## src/rtl/usb_wire_tx_serializer.sv

```systemverilog
// ---------------------------------------------------------------------------
// usb_wire_tx_serializer
//
// Transmit-side wire serializer for the USB serial interface engine. The SIE
// transmitter writes 2-bit line states plus a drive-enable flag into a
// 4-entry FIFO. One entry is placed on the differential pad outputs per USB
// bit period, at either the full-speed or the low-speed rate. The block also
// produces TxWireActiveDrive, which the receive path uses to blank its edge
// detection and timeout logic while (and shortly after) we drive the wire.
//
// Ports:
//   clk               in   system clock (48 MHz)
//   rst               in   synchronous, active-high reset
//   TxBitsIn[1:0]     in   line state to transmit, {D+, D-}
//   TxCtrlIn          in   1 = drive wire with TxBitsIn, 0 = release wire
//   SIETxWEn          in   write strobe from the SIE transmitter
//   SIETxRdy          out  FIFO can accept a write this cycle
//   fullSpeedRate     in   1 = full-speed bit rate, 0 = low-speed bit rate
//   TxBitsOut[1:0]    out  line state to pads
//   TxCtrlOut         out  pad output enable
//   TxWireActiveDrive out  transmitter active, for receive-path blanking
//   TxDataOutTick     out  toggles once per transmitted bit period
// ---------------------------------------------------------------------------
module usb_wire_tx_serializer #(
    parameter int FS_DIV    = 4,
    parameter int LS_DIV    = 32,
    parameter int HOLD_BITS = 2
) (
    input  logic       clk,
    input  logic       rst,
    input  logic [1:0] TxBitsIn,
    input  logic       TxCtrlIn,
    input  logic       SIETxWEn,
    output logic       SIETxRdy,
    input  logic       fullSpeedRate,
    output logic [1:0] TxBitsOut,
    output logic       TxCtrlOut,
    output logic       TxWireActiveDrive,
    output logic       TxDataOutTick
);

    localparam logic [4:0] FS_LAST     = 5'(FS_DIV - 1);
    localparam logic [4:0] LS_LAST     = 5'(LS_DIV - 1);
    localparam logic [1:0] HOLD_RELOAD = 2'(HOLD_BITS);

    // FIFO storage: each entry is {drive enable, D+, D-}
    logic [2:0] r_fifo [0:3];
    logic [2:0] r_count;
    logic [1:0] r_inIdx;
    logic [1:0] r_outIdx;

    logic [4:0] r_div;
    logic       r_rateQ;

    logic [1:0] r_bitsOut;
    logic       r_ctrlOut;
    logic       r_active;
    logic       r_tickOut;
    logic [1:0] r_hold;

    logic [4:0] w_divLast;
    logic       w_rateChange;
    logic       w_tick;
    logic       w_push;
    logic       w_pop;
    logic [2:0] w_popEntry;
    logic       w_loadCtrl;

    assign w_divLast    = fullSpeedRate ? FS_LAST : LS_LAST;
    assign w_rateChange = (r_rateQ != fullSpeedRate);
    assign w_tick       = (r_div == w_divLast);

    assign SIETxRdy   = (r_count != 3'd4);
    assign w_push     = SIETxWEn && SIETxRdy;
    // An empty FIFO at a tick is an underrun: nothing is popped and the wire is released.
    assign w_pop      = w_tick && (r_count != 3'd0);
    assign w_popEntry = r_fifo[r_outIdx];
    assign w_loadCtrl = w_pop && w_popEntry[2];

    assign TxBitsOut         = r_bitsOut;
    assign TxCtrlOut         = r_ctrlOut;
    assign TxWireActiveDrive = r_active;
    assign TxDataOutTick     = r_tickOut;

    // Bit-period divider. The rate register follows the input even during
    // reset so that leaving reset never looks like a rate change; a real rate
    // change restarts the bit period from zero.
    always_ff @(posedge clk) begin
        if (rst) begin
            r_div   <= 5'd0;
            r_rateQ <= fullSpeedRate;
        end else begin
            r_rateQ <= fullSpeedRate;
            if (w_rateChange || w_tick) begin
                r_div <= 5'd0;
            end else begin
                r_div <= r_div + 5'd1;
            end
        end
    end

    // FIFO storage. Reset only needs to clear the indices and count, so the
    // memory itself is left unreset.
    always_ff @(posedge clk) begin
        if (w_push) begin
            r_fifo[r_inIdx] <= {TxCtrlIn, TxBitsIn};
        end
    end

    // FIFO bookkeeping: indices wrap naturally at 2 bits, and a push and pop
    // in the same cycle leave the occupancy unchanged.
    always_ff @(posedge clk) begin
        if (rst) begin
            r_count  <= 3'd0;
            r_inIdx  <= 2'd0;
            r_outIdx <= 2'd0;
        end else begin
            if (w_push) begin
                r_inIdx <= r_inIdx + 2'd1;
            end
            if (w_pop) begin
                r_outIdx <= r_outIdx + 2'd1;
            end
            case ({w_push, w_pop})
                2'b10:   r_count <= r_count + 3'd1;
                2'b01:   r_count <= r_count - 3'd1;
                default: r_count <= r_count;
            endcase
        end
    end

    // Pad outputs and receive-blanking flag, all updated only on a bit tick.
    // The hold counter only counts down on ticks where the wire was already
    // released during the previous bit period, so the blanking flag drops
    // HOLD_BITS bit periods after the release itself.
    always_ff @(posedge clk) begin
        if (rst) begin
            r_bitsOut <= 2'b00;
            r_ctrlOut <= 1'b0;
            r_active  <= 1'b0;
            r_tickOut <= 1'b0;
            r_hold    <= 2'd0;
        end else if (w_tick) begin
            r_tickOut <= ~r_tickOut;
            if (w_pop) begin
                r_bitsOut <= w_popEntry[1:0];
                r_ctrlOut <= w_popEntry[2];
            end else begin
                r_ctrlOut <= 1'b0;
            end
            if (w_loadCtrl) begin
                r_hold   <= HOLD_RELOAD;
                r_active <= 1'b1;
            end else if (!r_ctrlOut && (r_hold != 2'd0)) begin
                r_hold <= r_hold - 2'd1;
                if (r_hold == 2'd1) begin
                    r_active <= 1'b0;
                end
            end
        end
    end

endmodule

```

## config.mk

```make
export PLATFORM = sky130hd
export DESIGN_NAME = usb_wire_tx_serializer
export DESIGN_NICKNAME = d
export VERILOG_FILES = /design/src/rtl/usb_wire_tx_serializer.sv
export SDC_FILE = /design/constraint.sdc
export NUM_CORES = 1
export LEC_CHECK = 0
export CAP_MARGIN = 30
export CORE_ASPECT_RATIO = 0.7
export CORE_UTILIZATION = 50
export CTS_BUF_LIST = sky130_fd_sc_hd__clkbuf_8 sky130_fd_sc_hd__clkbuf_16
export CTS_CLUSTER_DIAMETER = 50
export DETAILED_ROUTE_END_ITERATION = 8
export PLACE_DENSITY_LB_ADDON = 0.2
export SLEW_MARGIN = 10
export SYNTH_ARGS = -nofsm -noshare
export SYNTH_HDL_FRONTEND = slang
export SYNTH_SLANG_ARGS = --single-unit
```

## constraint.sdc

```tcl
create_clock -name clk -period 2.78 [get_ports clk]
set_input_delay 0.556 -clock clk [delete_from_list [all_inputs] [get_ports clk]]
set_output_delay 0.556 -clock clk [all_outputs]
set_load 0.03 [all_outputs]
```

==> metrics.md, run 1 <==
| Metric | Value |
|---|---|
| Sequential area share after synthesis | 55.56% |
| Synthesized Nets | 137 |
| CP max FO | 6 |
| Delay-heaviest family, CP | simple AND/OR/NAND/NOR gates |
| CTS tree | done |
| Htree depth | 2 |
| Critical Path Stages | 9 |
| Placed Instance Area | 1627 um2 |
| PostCTS Resize Cnt | 1 |
| CTS Sinks | 34 |
| Root Buffer | clkbuf_8 |
| EDFF count, synth | 12 |
| Critical path buffer and inverter count | 2 |
| Critical-path cell list | dlygate4sd2_1, or4b_4, a21oi_4, ha_1, inv_1, fa_1, xor2_1, or3_1, a21oi_1 |
| Top cell type's share of synthesized area | 30.56% |
| Fmax | 393.2 MHz |
| CTS Buf Count | 5 |
| Die span in x | 66.18 um |
| # hold bufs at CTS | 0 |
| Via-to-Cell Ratio | 5.119 |
| Layout Nets | 158 |
| Die Y | 46.92 um |
| Tcrit/Tclk final | 91.49% |
| DR WL/cell | 13.61 um |
| Synthesized area | 1441 um2 |
| Worst endpoint data arrival time | 2.74 ns |
| Final Util | 66.28% |
| Flop2flop setup slack | 0.33 ns |
| Initial Util | 55.65% |
| Maximum clock insertion buffer count | 2 |
| Total wire length | 2.409 mm |
| Worst-path clk slew | 0.06 ns |
| R2R Path Start | r_count[2] |
| PortBufs | 12 |
| Critical path startpoint | fullSpeedRate |
| Main synth FF type | dfxtp_1 |
| Setup Fix Bufs, Post-CTS | 0 |
| Worst Setup EP | r_count[2] |
| CP endpoint kind | flip-flop |
| Count leader, synth | dfxtp_1 |
| Largest area contributor in the netlist | dfxtp_1 |
| Maximum vdd drop | 0.3297 mV |
| FP Rows | 15 |
| LEAKAGE | 0.6394 nW |
| Gr ovfl total | 0 |
| Number of warnings issued by yosys | 0 |
| Core area | 2590 um2 |
| Crit path launch type | primary input |
| Reg2reg end | r_count[2] |
| Final setup vio count | 0 |
| Cell area after layout | 1717 um2 |
| Synthesized flop and latch total | 34 |
| Ant diodes | 0 |
| First-pass GRT wire length | 3.919 mm |
| Worst-skew pair later-pin latency | 0.28 ns |
| I/O pin cnt | 13 |
| Layout area overhead | 19.10% |
| Post-Route Skew | 0.008554 ns |
| Critical Path Max Stage Delay | 0.51 ns |
| Vias in the first global route | 853 |
| Cell count of the worst reg-to-reg path | 9 |
| RSZ-0062 raised after global routing | false |
| RD Place Congestion | 0.7492 |
| Setup Crit Path Kind | primary input to flip-flop |
| Largest net degree at the start of global routing | 17 |
| DR iter-0 viols | 47 |
| Antenna Nets Post-Route | 0 |
| Post-route DRC | 0 |
| Mapped Cells | 121 |
| Worst Tran Pin Value | 0.6381 ns |
| Synth unique cells | 29 |
| Hpwl dp | 1.817 mm |
| Synth cell count leaders | dfxtp_1, nor2_1, edfxtp_1 |
| Vias | 906 |
| Final Max Slew Viols | 0 |
| Status | complete, no violations |
| Max_cap viols | 0 |
| Crit-path slowest cell | or4b_4 |
| Synth Area per Inst | 11.91 um2 |
| Die area | 3105 um2 |
| DRT Pass-1 Iters | 4 |
| Worst relative slew slack | 57.01% |
| Top post-synthesis cells by area | dfxtp_1, edfxtp_1, ha_1 |
| PwrDens | 567.4 nW/um2 |
| Async SR Flop Fraction | 0% |
| Layout cells sized above 1 | 13.29% |
| Final Hold Fails | 0 |
| CP Data Required Time | 2.98 ns |
| Initial antenna violation count | 0 |
| Overall Global Routing Usage | 18.94% |
| Hold Crit Class | flip-flop to flip-flop |
| Tmin final | 2.543 ns |
layout by cell type, fill, tap and decap left out, types with 3 or more instances in the layout:
cell             count
buf_4                4
and3_1               5
dfxtp_1             22
inv_1               11
o21ai_0              3
edfxtp_1            12
xnor2_1              5
nand2_1              5
mux4_2               3
ha_1                 8
xor2_1               6
clkbuf_8             6
nor2_1              16
a21oi_1              6
clkdlybuf4s50_1     11
worst min path at each step:
stage / from / to / slack, ns / cells past startpoint
after detailed placement: r_div[0] / r_div[0] / 0.44 / 1
after CTS: r_div[0] / r_div[0] / 0.45 / 1
after global routing: r_div[0] / r_div[0] / 0.47 / 1
final: r_div[0] / r_div[0] / 0.45 / 1
after floorplan: r_div[0] / r_div[0] / 0.42 / 1
after global placement: r_div[0] / r_div[0] / 0.43 / 1
per-stage QoR:
step                      hold slack [ns]  setup slack, ns  instances  total power, W  setup TNS, ns
after floorplan                    0.4175           0.2545        121       0.0005940              0
after global placement             0.4280          -0.2274        169       0.0006160        -0.2651
after detailed placement           0.4442          -0.3121        169       0.0006200        -0.3767
after CTS                          0.4523           0.2531        177       0.0009835              0
after global routing               0.4670           0.1259        177        0.001015              0
final                              0.4490           0.2366        177       0.0009740              0
cell type report:
class	instances	area, um2
inverters	10	37.54
fillers	193	873.3
clock buffers	6	82.58
flip-flops and latches	34	800.8
repair buffers	16	148.9
well taps	34	42.54
multi-input cells	75	595.6
clock inverters	2	8.758
cells by family (layout without fill, tap and decap cells):
logic type,after synthesis,count (layout),synth area share (%)
AOI/OAI and AO/OA,14,14,6.685
xor gates and xnor gates,11,11,6.684
adders and majority gates,9,9,8.334
buffers and inverters,12,34,3.125
DFF,34,34,55.56
muxes,6,6,6.857
and+or+nand+nor,35,35,12.76
metal layers:
layer  track usage (%)  wire [um]
met5                 0          0
met2             27.14       1036
met3             8.010         73
met1             24.73       1266
met4             10.21         34
sequential cells by signal (all words and copies together) (netlist names), named ones only:
signal             count
r_inIdx                2
TxCtrlOut              1
r_count                3
r_hold                 2
TxDataOutTick          1
r_rateQ                1
r_div                  5
r_outIdx               2
TxBitsOut              2
r_fifo                12
TxWireActiveDrive      1
where the power goes:
part / internal [W] / total [W] / leakage (nW) / switching (W)
combinational: 0.0000302 / 0.0000651 / 0.298 / 0.0000349
sequential: 0.000533 / 0.000544 / 0.289 / 0.0000109
clock: 0.000196 / 0.000365 / 0.0524 / 0.000169
No activity file was read; power rests on OpenSTA's default activity.
==> run 2: changes to the inputs <==
--- a/config.mk
+++ b/config.mk
@@ -12,6 +12,7 @@
 export CTS_CLUSTER_DIAMETER = 50
 export DETAILED_ROUTE_END_ITERATION = 8
 export PLACE_DENSITY_LB_ADDON = 0.2
+export SKIP_LAST_GASP = 1
 export SLEW_MARGIN = 10
 export SYNTH_ARGS = -nofsm -noshare
 export SYNTH_HDL_FRONTEND = slang
==> results of run 2 <==
The final DEF is identical to that of run 1; final timing and power are the same.
==> run 3: changes to the inputs <==
--- a/config.mk
+++ b/config.mk
@@ -7,9 +7,11 @@
 export LEC_CHECK = 0
 export CAP_MARGIN = 30
 export CORE_ASPECT_RATIO = 0.7
+export CORE_MARGIN = 1
 export CORE_UTILIZATION = 50
 export CTS_BUF_LIST = sky130_fd_sc_hd__clkbuf_8 sky130_fd_sc_hd__clkbuf_16
 export CTS_CLUSTER_DIAMETER = 50
+export CTS_CLUSTER_SIZE = 30
 export DETAILED_ROUTE_END_ITERATION = 8
 export PLACE_DENSITY_LB_ADDON = 0.2
 export SKIP_LAST_GASP = 1
==> results of run 3 <==
The final DEF is identical to that of run 1; final timing and power are the same.
